**src/rtl/core_pkg.sv**
```systemverilog
// Core-wide constants shared by the mini-GPU datapath: core FSM state codes
// and the bit positions of the N/Z/P flags.
package core_pkg;

    localparam logic [2:0] IDLE    = 3'b000;
    localparam logic [2:0] FETCH   = 3'b001;
    localparam logic [2:0] DECODE  = 3'b010;
    localparam logic [2:0] REQUEST = 3'b011;
    localparam logic [2:0] WAIT    = 3'b100;
    localparam logic [2:0] EXECUTE = 3'b101;
    localparam logic [2:0] UPDATE  = 3'b110;
    localparam logic [2:0] DONE    = 3'b111;

    localparam int unsigned NZP_N = 2;
    localparam int unsigned NZP_Z = 1;
    localparam int unsigned NZP_P = 0;

endpackage

```
**src/rtl/pc_nzp.sv**
```systemverilog
// Per-thread program-counter and NZP flag unit: registers the next PC in
// EXECUTE and the ALU compare flags in UPDATE.
module pc_nzp
    import core_pkg::*;
#(
    parameter int unsigned PC_WIDTH    = 8,
    parameter int unsigned NZP_WIDTH   = 3,
    parameter int unsigned STATE_WIDTH = 3
) (
    input  logic                   clock,
    input  logic                   reset,
    input  logic                   enable,
    input  logic [STATE_WIDTH-1:0] core_state,
    input  logic                   pc_out_mux,
    input  logic [NZP_WIDTH-1:0]   nzp_instr,
    input  logic [NZP_WIDTH-1:0]   nzp_out,
    input  logic [PC_WIDTH-1:0]    current_pc,
    input  logic [PC_WIDTH-1:0]    immediate,
    input  logic                   nzp_write_enable,
    output logic [NZP_WIDTH-1:0]   nzp,
    output logic [PC_WIDTH-1:0]    next_pc
);

    logic branch_taken;

    // Branch decision uses the flags registered before this edge.
    always_comb begin
        branch_taken = pc_out_mux &&
                       ((nzp[NZP_N] && nzp_instr[NZP_N]) ||
                        (nzp[NZP_Z] && nzp_instr[NZP_Z]) ||
                        (nzp[NZP_P] && nzp_instr[NZP_P]));
    end

    always_ff @(posedge clock) begin
        if (reset) begin
            next_pc <= '0;
            nzp     <= '0;
        end else if (enable) begin
            if (core_state == EXECUTE) begin
                if (branch_taken) begin
                    next_pc <= immediate;
                end else begin
                    next_pc <= current_pc + PC_WIDTH'(1);
                end
            end else if (core_state == UPDATE) begin
                if (nzp_write_enable) begin
                    nzp <= nzp_out;
                end
            end
        end
    end

endmodule

```
**config.mk**
```make
export PLATFORM = sky130hd
export DESIGN_NAME = pc_nzp
export DESIGN_NICKNAME = d
export VERILOG_FILES = /design/src/rtl/core_pkg.sv /design/src/rtl/pc_nzp.sv
export SDC_FILE = /design/constraint.sdc
export NUM_CORES = 1
export LEC_CHECK = 0
export ABC_CLOCK_PERIOD_IN_PS = 1700
export CAP_MARGIN = 20
export CORE_UTILIZATION = 34
export CTS_CLUSTER_DIAMETER = 150
export DETAILED_ROUTE_END_ITERATION = 10
export GPL_TIMING_DRIVEN = 0
export MAX_ROUTING_LAYER = met4
export PLACE_DENSITY_LB_ADDON = 0.12
export SYNTH_ARGS = -nofsm -noshare
export SYNTH_HDL_FRONTEND = slang
export SYNTH_SLANG_ARGS = --single-unit
```
**constraint.sdc**
```tcl
create_clock -name clock -period 1.7 [get_ports clock]
set_input_delay 0.17 -clock clock [delete_from_list [all_inputs] [get_ports clock]]
set_output_delay 0.17 -clock clock [all_outputs]
set_load 0.005 [all_outputs]
```
Word-level counts from Yosys, hierarchy flattened
Index checks and enable logic that the tools add are counted.
{ "word_totals": {"inputBits": 30, "word_cells": 15, "reg_bits": 11, "out_inout_bits": 11} }
{ "op_classes": {"n_bitwise": 1, "n_addsub": 1, "eq_ne": 2, "reduce_logical": 8, "n_mux": 1} }
{ "ops": {"columns": ["operator", "n"], "rows": [
  ["adder 8 x 1 -> 8 bit (second input constant)", 1],
  ["two-way mux 8 bit", 1],
  ["== test 3 bit (second input constant)", 2],
  ["logical AND 1 bit", 4],
  ["AND reduction 4 bit", 1],
  ["logical OR 1 bit", 2],
  ["AND reduction 2 bit", 1],
  ["inverter 1 bit", 1]
]} }

Depth between registers and ports, before layout
Gate-level depths: netlist (run 1).
{ "depth": {"ltp_word": 5, "mapped_depth": 5, "ltp_nobuf": 5} }

Worst setup path after synthesis (run 1)
OpenSTA, ideal clock, no wires.
{ "synth_path": {"kind": "reg2reg", "from": "register nzp[2]", "to": "register next_pc[5]", "setup_ns": 0.069, "arrival_ns": 1.462, "path_buffers": 0, "synth_period_minus_slack_ns": 1.531, "path_stages_with_launch": 5, "slack_ns": 0.169, "path_cell_list": "dfxtp_1 > a222oi_1 > nor2_2 > or3_4 > o21ai_1"} }
{ "synth_between": {"elab_chain_len": 5} }
{ "synth_lines": {"columns": ["item", "line_no", "text"], "rows": [
  ["start, declared", "pc_nzp.sv:20", "output logic [NZP_WIDTH-1:0] nzp,"],
  ["start signal, assigned", "pc_nzp.sv:47", "nzp <= nzp_out;"],
  ["logical AND 1 bit", "pc_nzp.sv:29", "((nzp[NZP_N] && nzp_instr[NZP_N]) ||"],
  ["logical OR 1 bit", "pc_nzp.sv:29", null],
  ["logical OR 1 bit", "pc_nzp.sv:30", "(nzp[NZP_Z] && nzp_instr[NZP_Z]) ||"],
  ["logical AND 1 bit", "pc_nzp.sv:28", "branch_taken = pc_out_mux &&"],
  ["two-way mux 8 bit", "pc_nzp.sv:40", "if (branch_taken) begin"],
  ["end signal, assigned", "pc_nzp.sv:41", "next_pc <= immediate;"],
  ["end signal, assigned", "pc_nzp.sv:43", "next_pc <= current_pc + PC_WIDTH'(1);"],
  ["end, declared", "pc_nzp.sv:21", "output logic [PC_WIDTH-1:0] next_pc"]
]} }
Every way passes these cells.
A chain may end at the register's enable or synchronous reset.

Worst setup path in the final report (run 1)
{ "layout_path": {"from": "input port core_state[0]", "to": "register next_pc[6]"} }
{ "layout_between": {"elab_chain_len": 2} }
{ "layout_lines": {"columns": ["item", "line_no", "text"], "rows": [
  ["start, declared", "pc_nzp.sv:13", "input logic [STATE_WIDTH-1:0] core_state,"],
  ["== test 3 bit", "pc_nzp.sv:39", "if (core_state == EXECUTE) begin"],
  ["AND reduction 2 bit (no source line)", null, null]
]} }
Every way passes these cells.

==> results of run 1 <==
registers in the layout (all words and copies together) (netlist names):
register and flops:
next_pc 8, nzp 3
layer usage:
layer / vias up / GRT usage [%] / part of all wire, %
met4: 0 / 7.88 / 1.1
met5: - / - / 0
met3: 2 / 4.90 / 6.2
met1: 319 / 26.0 / 48
li1: 371 / - / -
met2: 31 / 30.0 / 45
cell usage in the layout, fill, tap and decap left out, types with 4 or more instances in the layout:
| master | n |
|---|---|
| dfxtp_1 | 11 |
| o21ai_0 | 4 |
| nand2b_1 | 4 |
| nand3_1 | 4 |
| xnor2_1 | 6 |
| clkdlybuf4s50_1 | 40 |
| nand2_1 | 11 |
| a21oi_1 | 6 |
| nor2_1 | 6 |
power by group:
| part | internal, mW | leakage (nW) | switching [mW] | total [mW] |
|---|---|---|---|---|
| Sequential | 0.263 | 0.0890 | 0.00291 | 0.266 |
| Clock | 0.0907 | 0.0150 | 0.0872 | 0.178 |
| Combinational | 0.0891 | 0.257 | 0.0484 | 0.137 |
| Total | 0.443 | 0.361 | 0.139 | 0.582 |
cells by family (layout without fill, tap and decap cells):
family | after synthesis | after routing
buf+inv | 4 | 50
compound gates | 22 | 22
fa+ha+maj | 1 | 1
flops | 11 | 11
simple gates | 32 | 32
xor+xnor | 6 | 6
through the flow:
stage          util [%]  cells  total power, mW
5_1_grt            67.9    138            0.613
4_1_cts            67.5    138            0.586
3_5_place_dp       64.9    132            0.406
6_report           67.9    138            0.582
2_1_floorplan         -     76            0.311
3_3_place_gp       64.9    132            0.404
repair_timing:
item / 4_1_cts / 5_1_grt
resized for setup: 0 / 1
setup endpoints to repair: 5 / 2
buffers inserted: 2 / 0
hold endpoints to repair: 0 / 0
hold buffers: 0 / 0
pin swaps: 1 / 0
worst reg2reg max path: cells and delay by family (launching register included):
family,cells,cell delay (ns)
buffers and inverters,1,0.20
AND/OR/NAND/NOR,2,0.41
AO/OA/AOI/OAI,2,0.46
flip-flops,1,0.32
final cells by class:
type                       count  area, um2  share of cell area (%)
timing repair buffer          42        415                    38.8
multi-input combinational     61        374                    34.9
sequential                    11        220                    20.6
clock buffer                   4       26.3                    2.45
tap                           16       20.0                    1.87
buffer                         2       7.51                   0.701
inverter                       2       7.51                   0.701
path summary, 6_finish.rpt:
kind | start | to | slack (ns)
worst max register to register | nzp[2] | next_pc[5] | 0.25
worst min register to register | next_pc[4] | next_pc[4] | 0.45
worst max-delay path | core_state[0] | next_pc[6] | 0.18
worst min-delay path | nzp_out[1] | nzp[1] | 0.45
==> out/summary.txt, run 1 <==
Top FF cell, synth -> dfxtp_1
RSZ-0062 raised after global routing -> no
GP Congestion -> 0.785
largest net degree at the start of global routing -> 11
post-synth top area cell -> dfxtp_1
Root Driver -> clkbuf_4
hold path depth -> 3
Vias/cell -> 5.24
CP Launch Type -> input port
# port buffers -> 40
ys async rst share -> 0%
post-route cell area -> 1070 um2
CP delay by family, top -> buffers and inverters
critical path class -> input port to flop
die extent in y -> 44.1 um
first-pass GRT wire length -> 2790 um
Detailed Route Iter0 Violations -> 12
outcome -> finished, final reports clean
Final Max Tran Viols -> 0
drt drc -> 0
number of synthesized register bits -> 11
Worst VDD drop -> 0.491 mV
syn_area_per_cell -> 7.94 um2
post-detail-place hpwl -> 1350 um
worst slack at placement -> -0.373 ns
Nets -> 154
Skew-Pair Late Insertion Delay -> 0.27 ns
initial antenna violation count -> 0
Net Count, Synth -> 107
Crit path depth -> 6
mux share of post-synthesis cell area -> 0%
top post-synthesis cells by area -> dfxtp_1, xnor2_1, nand2_1, a21oi_1, nand2b_1
adder-cell share of the synthesized area -> 2.07%
# fillers -> 147
Max stage delay on crit path -> 0.56 ns
post-synth top area share -> 36.5%
final setup margin -> 0.183 ns
number of clock sinks -> 11
worst path arrival time -> 1.67 ns
largest family of logic cells by synthesized area -> simple AND/OR/NAND/NOR gates
cts bufs inserted -> 3
total number of vias -> 723
Yosys cell types -> 24
die area -> 1950 um2
Max-cap violations -> 0
H-Tree Level Count -> 1
Final period util -> 89.2%
Post-Syn Instances -> 76
TritonCTS clock tree -> built
Setup TNS -> 0 ns
final wirelength -> 1710 um
GR Overflow Total -> 0
CP required -> 1.85 ns
critical-path cell list -> clkdlybuf4s50_1, and4b_1, clkbuf_1, nor2_1, a22oi_1, o21ai_1
Leakage -> 0.361 nW
clock skew -> 0.00820 ns
PwrDens -> 543 nW/um2
Synth top cells by count -> dfxtp_1, nand2_1, a21oi_1, nor2_1, xnor2_1
Final ANT Viol Nets -> 0
final setup fails -> 0
DP Area -> 1020 um2
layout cell share with drive strength beyond 1 -> 6.56%
Syn Std Cell Area -> 603 um2
Compound-Gate Fraction of Synth Area -> 23.2%
n_diodes -> 0
Syn. warnings -> 0
Avg WL per Cell -> 12.4 um
clock period minus worst slack -> 1.52 ns
sequential-to-total area share from yosys stat -> 36.5%
die width -> 44.1 um
relative slew slack -> 70.2%
Tightest Pin Transition -> 0.447 ns
buffers and inverters on the worst path -> 2
row count -> 14
Crit-path slowest cell -> clkdlybuf4s50_1
Area growth, synth to finish -> 77.6%
final hold vios -> 0
vias in the first global route -> 664
Min Hold Slack -> 0.447 ns
clk buf depth -> 2
1st-pass router iterations -> 6
Core ar. -> 1580 um2
Reg2Reg Depth -> 5
IO Pins -> 41
xor and xnor fraction of the mapped netlist area -> 8.71%
HP Class -> input port to flop
simple-gate area share of the yosys netlist -> 27.0%
Max FO, Critical Path -> 8
CP endpoint kind -> flop
clk slew on worst S/H paths -> 0.08 ns
Tot GR Track Use -> 20.1%
achievable frequency -> 0.659 GHz
EDFF count, synth -> 0
starting density of the core -> 38.3%
(Power assumes the default switching activity.)
==> run 2: changes to the inputs <==
ABC_CLOCK_PERIOD_IN_PS = not set   (was 1700)
==> results of run 2 <==
The final DEF is identical to that of run 1; final timing and power are the same.
